`config.mk`:
```
export PLATFORM = sky130hd
export DESIGN_NAME = stopwatch_counter
export DESIGN_NICKNAME = d
export VERILOG_FILES = /design/src/rtl/stopwatch_counter.sv
export SDC_FILE = /design/constraint.sdc
export NUM_CORES = 1
export LEC_CHECK = 0
export BUFFER_PORTS_ARGS = -buffer_cell sky130_fd_sc_hd__buf_2
export CAP_MARGIN = 30
export CORE_MARGIN = 2
export CORE_UTILIZATION = 63
export CTS_CLUSTER_SIZE = 12
export DETAILED_ROUTE_END_ITERATION = 12
export PLACE_DENSITY = 0.85
export SETUP_SLACK_MARGIN = 0.05
export SLEW_MARGIN = 20
export SYNTH_ARGS = -nofsm -noshare
export SYNTH_HDL_FRONTEND = slang
export SYNTH_SLANG_ARGS = --single-unit
```
`constraint.sdc`:
```
create_clock -name clk -period 8.1 [get_ports clk]
set_clock_uncertainty 0.2 [all_clocks]
set_input_delay 0.405 -clock clk [delete_from_list [all_inputs] [get_ports clk]]
set_output_delay 0.405 -clock clk [all_outputs]
set_load 0.005 [all_outputs]
```
`src/rtl/stopwatch_counter.sv`:
```
// -----------------------------------------------------------------------------
// stopwatch_counter
//
// Purpose:
//   Holds the MM:SS elapsed time for the display. The time runs from 00:00 to
//   59:59 and is presented as total seconds (min*60+sec, 0..3599).
//   - The count advances on a 1 Hz enable while running.
//   - pause_pulse toggles between run and pause.
//   - clear_pulse zeroes the count and pauses.
//   - In adjust mode, the selected field steps at 2 Hz. There is no carry
//     between fields, and the run/pause state is held.
//
// Ports:
//   clk            in   system clock, rising edge
//   rst_n          in   asynchronous active-low reset
//   tick_1hz       in   one-cycle count enable (1 Hz)
//   tick_2hz       in   one-cycle adjust enable (2 Hz)
//   adj            in   level, 1 = adjust mode
//   sel            in   level, adjust field: 1 = seconds, 0 = minutes
//   pause_pulse    in   one-cycle pulse, toggles run/pause
//   clear_pulse    in   one-cycle pulse, zeroes the count
//   number_to_disp out  registered total seconds, 0..3599
//   running        out  registered, 1 while in RUN
// -----------------------------------------------------------------------------
module stopwatch_counter #(
  parameter int MAX_FIELD = 59
) (
  input  logic        clk,
  input  logic        rst_n,
  input  logic        tick_1hz,
  input  logic        tick_2hz,
  input  logic        adj,
  input  logic        sel,
  input  logic        pause_pulse,
  input  logic        clear_pulse,
  output logic [11:0] number_to_disp,
  output logic        running
);

  localparam logic [5:0]  LP_MAX  = 6'(MAX_FIELD);
  localparam logic [11:0] LP_BASE = 12'(MAX_FIELD + 1);

  typedef enum logic {
    ST_PAUSED = 1'b0,
    ST_RUN    = 1'b1
  } state_t;

  state_t      r_state;
  state_t      w_state_next;
  logic [5:0]  r_sec;
  logic [5:0]  r_min;
  logic [5:0]  w_sec_next;
  logic [5:0]  w_min_next;
  logic [5:0]  w_sec_inc;
  logic [5:0]  w_min_inc;
  logic [11:0] r_number;
  logic [11:0] w_number_next;

  // Wrapping increments of each field. These are shared by counting and
  // adjusting.
  assign w_sec_inc = (r_sec == LP_MAX) ? 6'd0 : r_sec + 6'd1;
  assign w_min_inc = (r_min == LP_MAX) ? 6'd0 : r_min + 6'd1;

  always_ff @(posedge clk or negedge rst_n) begin
    if (!rst_n) begin
      r_state  <= ST_PAUSED;
      r_sec    <= 6'd0;
      r_min    <= 6'd0;
      r_number <= 12'd0;
    end else begin
      r_state  <= w_state_next;
      r_sec    <= w_sec_next;
      r_min    <= w_min_next;
      r_number <= w_number_next;
    end
  end

  // Priority: clear > adjust > normal run/pause.
  always_comb begin
    w_state_next = r_state;
    w_sec_next   = r_sec;
    w_min_next   = r_min;
    if (clear_pulse) begin
      w_state_next = ST_PAUSED;
      w_sec_next   = 6'd0;
      w_min_next   = 6'd0;
    end else if (adj) begin
      // In adjust mode, the state is frozen and tick_1hz and pause_pulse are
      // ignored.
      if (tick_2hz) begin
        if (sel) begin
          w_sec_next = w_sec_inc;
        end else begin
          w_min_next = w_min_inc;
        end
      end
    end else begin
      if (pause_pulse) begin
        w_state_next = (r_state == ST_RUN) ? ST_PAUSED : ST_RUN;
      end
      // The tick is judged against the pre-toggle state.
      if ((r_state == ST_RUN) && tick_1hz) begin
        w_sec_next = w_sec_inc;
        if (r_sec == LP_MAX) begin
          w_min_next = w_min_inc;
        end
      end
    end
  end

  // The display value is built from the next field values, so it updates on
  // the same edge as the fields themselves.
  assign w_number_next = 12'(w_min_next) * LP_BASE + 12'(w_sec_next);

  assign number_to_disp = r_number;
  assign running        = (r_state == ST_RUN);

endmodule

```
==> summary.md, run 1 <==
| Metric | Value |
|---|---|
| Status | `complete, but fails checks` |
| Failing checks | `design-rule violations` |
| Clock buffer count from CTS | `3` |
| Core Footprint | `0.00281 mm²` |
| Synthesized net count | `236` |
| Total Routing Usage GR | `24.8%` |
| Die area | `0.00346 mm²` |
| Drt wl/cell | `14.6 µm` |
| Post-CTS Setup Bufs | `0` |
| CP Launch Type | `flip-flop` |
| Fin worst setup slack | `3110 ps` |
| RePlAce Congestion | `0.862` |
| Final Power | `197 µW` |
| Vias per inst | `6.02` |
| Final nets | `259` |
| RSZ-0062 raised after global routing | `false` |
| Hold Vio Cnt, Final | `0` |
| Avg Inst Size Synth | `9.52 µm²` |
| Mapped Area | `0.00189 mm²` |
| CTS tree | `done` |
| HPWL after DPL | `2.93 mm` |
| Worst Path Class, Setup | `flip-flop to flip-flop` |
| Synth cell types | `45` |
| TritonRoute pass-1 iters | `8` |
| WP data arrival | `5070 ps` |
| Asr flop ratio synth | `100%` |
| Antenna violations before repair | `0` |
| Crit path time final | `4990 ps` |
| Die H | `58.8 µm` |
| WP data required | `8170 ps` |
| Final Max Slew Viols | `0` |
| Chip Width | `58.8 µm` |
| Layout cell share with drive strength beyond 1 | `14.9%` |
| Rel. slew slack | `44.0%` |
| Max Cap Violations | `0` |
| Clk_lat worst skew | `330 ps` |
| Worst hold path type | `primary input to flip-flop` |
| N_diodes | `0` |
| Initial DRC count | `74` |
| Setup TNS | `0 ps` |
| Sequential share of the synthesized area | `30.4%` |
| Worst slew pin tran | `837 ps` |
| FP Rows | `19` |
| Prevailing post-synth register cell | `dfrtp_1` |
| DP Worst Slack | `3120 ps` |
| Max FO, Critical Path | `6` |
| EDFF count, synth | `0` |
| Largest net degree at the start of global routing | `24` |
| Peak supply drop | `0.0877 mV` |
| CTS sink cnt | `23` |
| H-tree depth | `1` |
| Synth warn | `0` |
| Cells after Synth | `199` |
| Clock-pin slew on the worst setup and hold paths | `140 ps` |
| Filler cell count | `201` |
| Fmax | `200 MHz` |
| CTS max path bufs | `2` |
| Detail Route Antenna Nets | `0` |
| First-pass GRT wire length | `6.53 mm` |
| Leakage power | `0.00108 µW` |
| Root buf cell | `clkbuf_4` |
| Setup crit end kind | `flip-flop` |
| Endpoints failing setup | `0` |
| # IOs | `21` |
| Initial core utilization | `67.5%` |
| Final design utilization | `73.2%` |
| #FFs+latches synth | `23` |
| Pwr per Cell Area | `95.8 mW/mm²` |
| Vias in the first global route | `1536` |
| IO Port Bufs | `20` |
| # DRC | `3` |
| Gr ovfl total | `0` |
| Via count | `1518` |
| Total Wirelength | `3.68 mm` |
| Area grow syn2layout | `8.45%` |
| Fin crit share | `61.7%` |
worst max-delay path, stage by stage (launching register included):
cell and delay [ps]:
dfrtp_1 430, ha_1 240, inv_1 100, nor4_4 310, mux2i_1 220, nand3b_1 260
o32ai_1 760, fa_1 560, ha_1 300, ha_1 370, a21oi_1 220, nand2_1 90
o21ai_0 260, nor3b_1 100, nor3b_1 310, xor2_1 190
placed cells by master (no fill, tap or decap), types with 2 or more instances in the layout:
| cell type | Yosys | routed |
|---|---|---|
| dfrtp_1 | 23 | 23 |
| ha_1 | 21 | 21 |
| buf_2 | 0 | 20 |
| inv_1 | 18 | 18 |
| nor2_1 | 16 | 16 |
| nand2_1 | 13 | 13 |
| a21oi_1 | 13 | 13 |
| xnor2_1 | 12 | 12 |
| o21ai_0 | 10 | 10 |
| fa_1 | 8 | 8 |
| nand3_1 | 5 | 5 |
| xor2_1 | 5 | 5 |
| nand4_1 | 4 | 4 |
| nor3_1 | 4 | 4 |
| mux2i_1 | 3 | 3 |
| nand2b_1 | 3 | 3 |
| and3_1 | 3 | 3 |
| a21o_1 | 3 | 3 |
| nor3b_1 | 3 | 3 |
| nor2b_1 | 3 | 3 |
| clkbuf_4 | 0 | 3 |
| or2_2 | 2 | 2 |
| a31oi_1 | 2 | 2 |
flip-flops by register name, summed over array words and instances, names as in the netlist:
name            flops
number_to_disp     12
running             1
r_min               6
r_sec               4
per-stage QoR:
step | std cells | hold slack (ps) | cell area (µm²)
after floorplan | 199 | -90.6 | 1890
after global placement | 247 | 194 | 2010
after detailed placement | 247 | 207 | 2010
after CTS | 252 | 187 | 2050
after global routing | 252 | 222 | 2050
final | 252 | 191 | 2050
metal layers:
metal  part of all wire, %  vias up  track usage, %
met5                     0        -               0
met4                   3.6        0            12.0
met3                   4.1       11            3.96
met2                    51       42            43.7
met1                    41      727            29.3
li1                      -      738               -
synthesized netlist by cell type (all sizes together) (2+ instances only):
cell type / n / area (µm²)
a31oi: 2 / 12.5
nor3b: 3 / 22.5
xor2: 5 / 43.8
buf: 2 / 15.0
o21ai: 10 / 50.1
nand4: 4 / 25.0
xnor2: 12 / 105
inv: 18 / 67.6
dfrtp: 23 / 576
and2b: 2 / 16.3
a21o: 3 / 22.5
and3: 3 / 18.8
a21oi: 13 / 65.1
nand2b: 3 / 18.8
nand3: 6 / 35.0
ha: 21 / 263
nor3: 4 / 20.0
mux2i: 3 / 30.0
or2: 2 / 12.5
nand2: 13 / 48.8
nor2: 17 / 66.3
nor2b: 3 / 18.8
fa: 8 / 160
a311oi: 2 / 23.8
power breakdown:
part	leakage [µW]	internal, µW	total, µW	switching (µW)
combinational	0.000751	8.10	19.9	11.8
sequential	0.000318	117	119	1.48
clock	0.0000139	19.0	58.2	39.2
total	0.00108	144	197	52.5
what timing repair did:
action	4_1_cts	5_1_grt
hold endpoints to repair	23	0
gates resized for setup	0	0
hold buffers	1	0
layout make-up:
class                   instances  area [µm²]  share of cell area, %
clock buffers                   3        22.5                   1.10
repair buffers                 21         110                   5.36
clock inverters                 1        7.51                  0.365
well taps                      31        38.8                   1.89
multi-input cells             155        1230                   60.0
flip-flops and latches         23         576                   28.0
inverters                      18        67.6                   3.29
kinds of logic after synthesis:
family,count (synthesis),share of synthesized area (%)
DFF,23,30.4
buffers and inverters,21,4.56
adders and majority gates,29,22.3
muxes,3,1.59
AOI/OAI and AO/OA,37,12.5
xor gates and xnor gates,17,7.86
and+or+nand+nor,69,20.7
path summary, 6_finish.rpt:
check,start,to,slack (ps),cells after the start
max in group asynchronous,rst_n,r_min[5],6970,2
max reg2reg,number_to_disp[0],number_to_disp[11],3110,15
max,number_to_disp[0],number_to_disp[11],3110,15
min,clear_pulse,running,190,2
min in group asynchronous,rst_n,number_to_disp[1],370,2
min reg2reg,number_to_disp[0],number_to_disp[0],360,1
Note: power is estimated with default switching activity, not from simulation.
==> run 2, diff against run 1 <==
Settings changed: CORE_UTILIZATION 63 to 59, PLACE_DENSITY 0.85 to 0.8.
Clock period 8.1 ns to 5.2 ns, I/O delays scaled along.
==> run 2 against run 1 <==
Net effect:
- the run now ends clean
- global-route usage is 0.88 points lower
- first-iteration DRC count is 11% higher
- core utilization is 4.1 points lower
- flip-flop and latch count stayed put
- via count is 2.4% lower
- die area is 6.3% higher
- combinational power is 70% higher
- fmax is 4.3% higher
- worst setup slack worse by 2700 ps
- power is 57% higher
- routed wire length is 2.0% higher
==> summary.md, run 2 (same netlist as run 1, synthesis figures left out) <==
| Metric | Value |
|---|---|
| Status | `finished, final reports clean (was complete, but fails checks)` |
| Worst setup path endpoint | `number_to_disp[11] (unchanged)` |
| Vias per inst | `5.53 (was 6.02)` |
| Rel. slew slack | `66.2% (was 44.0%)` |
| Gr ovfl total | `0 (unchanged)` |
| Metal-1 WL | `1.61 mm (was 1.52 mm)` |
| WP data required | `5220 ps (was 8170 ps)` |
| N_diodes | `0 (unchanged)` |
| CTS max path bufs | `2 (unchanged)` |
| R2R setup slack | `410 ps (was 3110 ps)` |
| DP Worst Slack | `262 ps (was 3120 ps)` |
| Layout cell share with drive strength beyond 1 | `18.3% (was 14.9%)` |
| Clock-pin slew on the worst setup and hold paths | `140 ps (about the same)` |
| Fin crit share | `92.1% (was 61.7%)` |
| TritonRoute pass-1 iters | `4 (was 8)` |
| Peak supply drop | `0.125 mV (was 0.0877 mV)` |
| WP data arrival | `4810 ps (was 5070 ps)` |
| Commonest non-fill, non-tap cell in the layout | `dfrtp_1 (unchanged)` |
| Antenna violations before repair | `0 (unchanged)` |
| Final Max Slew Viols | `0 (unchanged)` |
| Min Hold Slack | `72.7 ps (was 191 ps)` |
| Cells after DPL | `261 (was 247)` |
| # IOs | `21 (unchanged)` |
| RSZ-0062 raised after global routing | `false (unchanged)` |
| Area grow syn2layout | `11.5% (was 8.45%)` |
| Setup crit end kind | `flip-flop (unchanged)` |
| Core Footprint | `0.00305 mm² (was 0.00281 mm²)` |
| Final design utilization | `69.2% (was 73.2%)` |
| Crit path from | `number_to_disp[1] (was number_to_disp[0])` |
| Via count | `1481 (was 1518)` |
| Fin worst setup slack | `411 ps (was 3110 ps)` |
| CP Launch Type | `flip-flop (unchanged)` |
| Die area | `0.00368 mm² (was 0.00346 mm²)` |
| Largest register FFs | `12 (unchanged)` |
| Die H | `60.7 µm (was 58.8 µm)` |
| First-pass GRT wire length | `6.56 mm (was 6.53 mm)` |
| Non-Filler Instances | `268 (was 252)` |
| Leakage power | `0.00109 µW (was 0.00108 µW)` |
| FP Rows | `20 (was 19)` |
| CTS sink cnt | `23 (unchanged)` |
| # DRC | `0 (was 3)` |
| Most frequent cells in the layout | `23 x dfrtp_1, 21 x ha_1, 20 x buf_2 (unchanged)` |
| Total Routing Usage GR | `23.9% (was 24.8%)` |
| Pwr per Cell Area | `146 mW/mm² (was 95.8 mW/mm²)` |
| HPWL after DPL | `2.94 mm (was 2.93 mm)` |
| IO Port Bufs | `20 (unchanged)` |
| Final nets | `262 (was 259)` |
| RePlAce Congestion | `0.844 (was 0.862)` |
| Worst Path Class, Setup | `flip-flop to flip-flop (unchanged)` |
| DR WL met2 | `1.97 mm (was 1.87 mm)` |
| Reg2reg end | `number_to_disp[11] (unchanged)` |
| Detail Route Antenna Nets | `0 (unchanged)` |
| Endpoints failing setup | `0 (unchanged)` |
| Max FO, Critical Path | `6 (unchanged)` |
| Root buf cell | `clkbuf_4 (unchanged)` |
| Setup TNS | `0 ps (unchanged)` |
| Max Cap Violations | `0 (unchanged)` |
| Crit path time final | `4790 ps (was 4990 ps)` |
| H-tree depth | `1 (unchanged)` |
| Worst slew pin tran | `502 ps (was 837 ps)` |
| CTS tree | `done (unchanged)` |
| Chip Width | `60.7 µm (was 58.8 µm)` |
| Reg2Reg Depth | `19 (was 15)` |
| Vias in the first global route | `1505 (was 1536)` |
| Clock buffer count from CTS | `3 (unchanged)` |
| Largest net degree at the start of global routing | `24 (unchanged)` |
| Total Wirelength | `3.75 mm (was 3.68 mm)` |
| RR Startpoint | `number_to_disp[1] (was number_to_disp[0])` |
| Initial core utilization | `62.0% (was 67.5%)` |
| Hold Vio Cnt, Final | `0 (unchanged)` |
| Fmax | `209 MHz (was 200 MHz)` |
| Initial DRC count | `82 (was 74)` |
| Top Metal Used | `met4 (unchanged)` |
| Footprint of the multi-input gates | `0.00125 mm² (was 0.00123 mm²)` |
| Routed wl met3 | `105 µm (was 151 µm)` |
| Filler cell count | `257 (was 201)` |
| Sequential Area | `576 µm² (unchanged)` |
| Worst hold path type | `primary input to flip-flop (unchanged)` |
| Drt wl/cell | `14.0 µm (was 14.6 µm)` |
| Clk_lat worst skew | `330 ps (about the same)` |
## run 2: changes by cell type in the layout (fill, tap and decap cells not counted), sizes merged
cell	previous run	this run
buf	20	23
## run 2: timing repair
action,in CTS,in global routing
resized for setup,0,6
endpoints found under the setup margin,0,3
buffers inserted,0,2
hold buffers,1,0
hold endpoints to repair,23,0
## run 2: through the flow
step | power, µW | area [µm²]
CTS | 307 | 2080
global placement | 217 | 2040
finish | 308 | 2110
detailed placement | 219 | 2040
global route | 322 | 2110
floorplan | 206 | 1890
## run 2: routing by layer
layer	vias up	global-route usage [%]
li1	741	-
met1	706	29.1
met5	-	0
met4	0	8.39
met2	27	43.5
met3	7	3.20
## run 2: power by group
part	switching, µW	leakage, µW	internal (µW)	total, µW
Clock	60.1	0.0000139	29.5	89.5
Sequential	2.07	0.000318	183	185
Combinational	19.5	0.000762	14.3	33.8
Total	81.6	0.00109	226	308
## run 2: area by class of cell
type,instances,area share [%]
Sequential cell,23,27.3
Inverter,18,3.20
Tap cell,44,2.61
Clock buffer,3,1.07
Multi-Input combinational cell,155,59.2
Timing Repair Buffer,24,6.28
Clock inverter,1,0.355
## run 2: worst max-delay path, stage by stage (launching register included)
cell     delay [ps]
dfrtp_1         410
ha_1            240
inv_1           100
nor4_4          270
mux2i_4         150
nor3_1          190
a21oi_1          80
nor2_2          220
fa_1            470
fa_1            530
inv_1            60
fa_1            490
inv_1            50
ha_1            340
nand2_1          70
o21ai_0         140
nand2_1         110
and3b_1         280
nand3_1         120
xor2_1          170
## run 2: how the worst min path moves through the flow
stage | start | endpoint | slack [ps] | cells past startpoint
floorplan | rst_n | number_to_disp[0] | -240 | 0
global placement | rst_n | number_to_disp[0] | 50 | 1
detailed placement | rst_n | number_to_disp[1] | 60 | 1
CTS | clear_pulse | running | 60 | 2
global route | clear_pulse | running | 100 | 2
finish | clear_pulse | running | 70 | 2
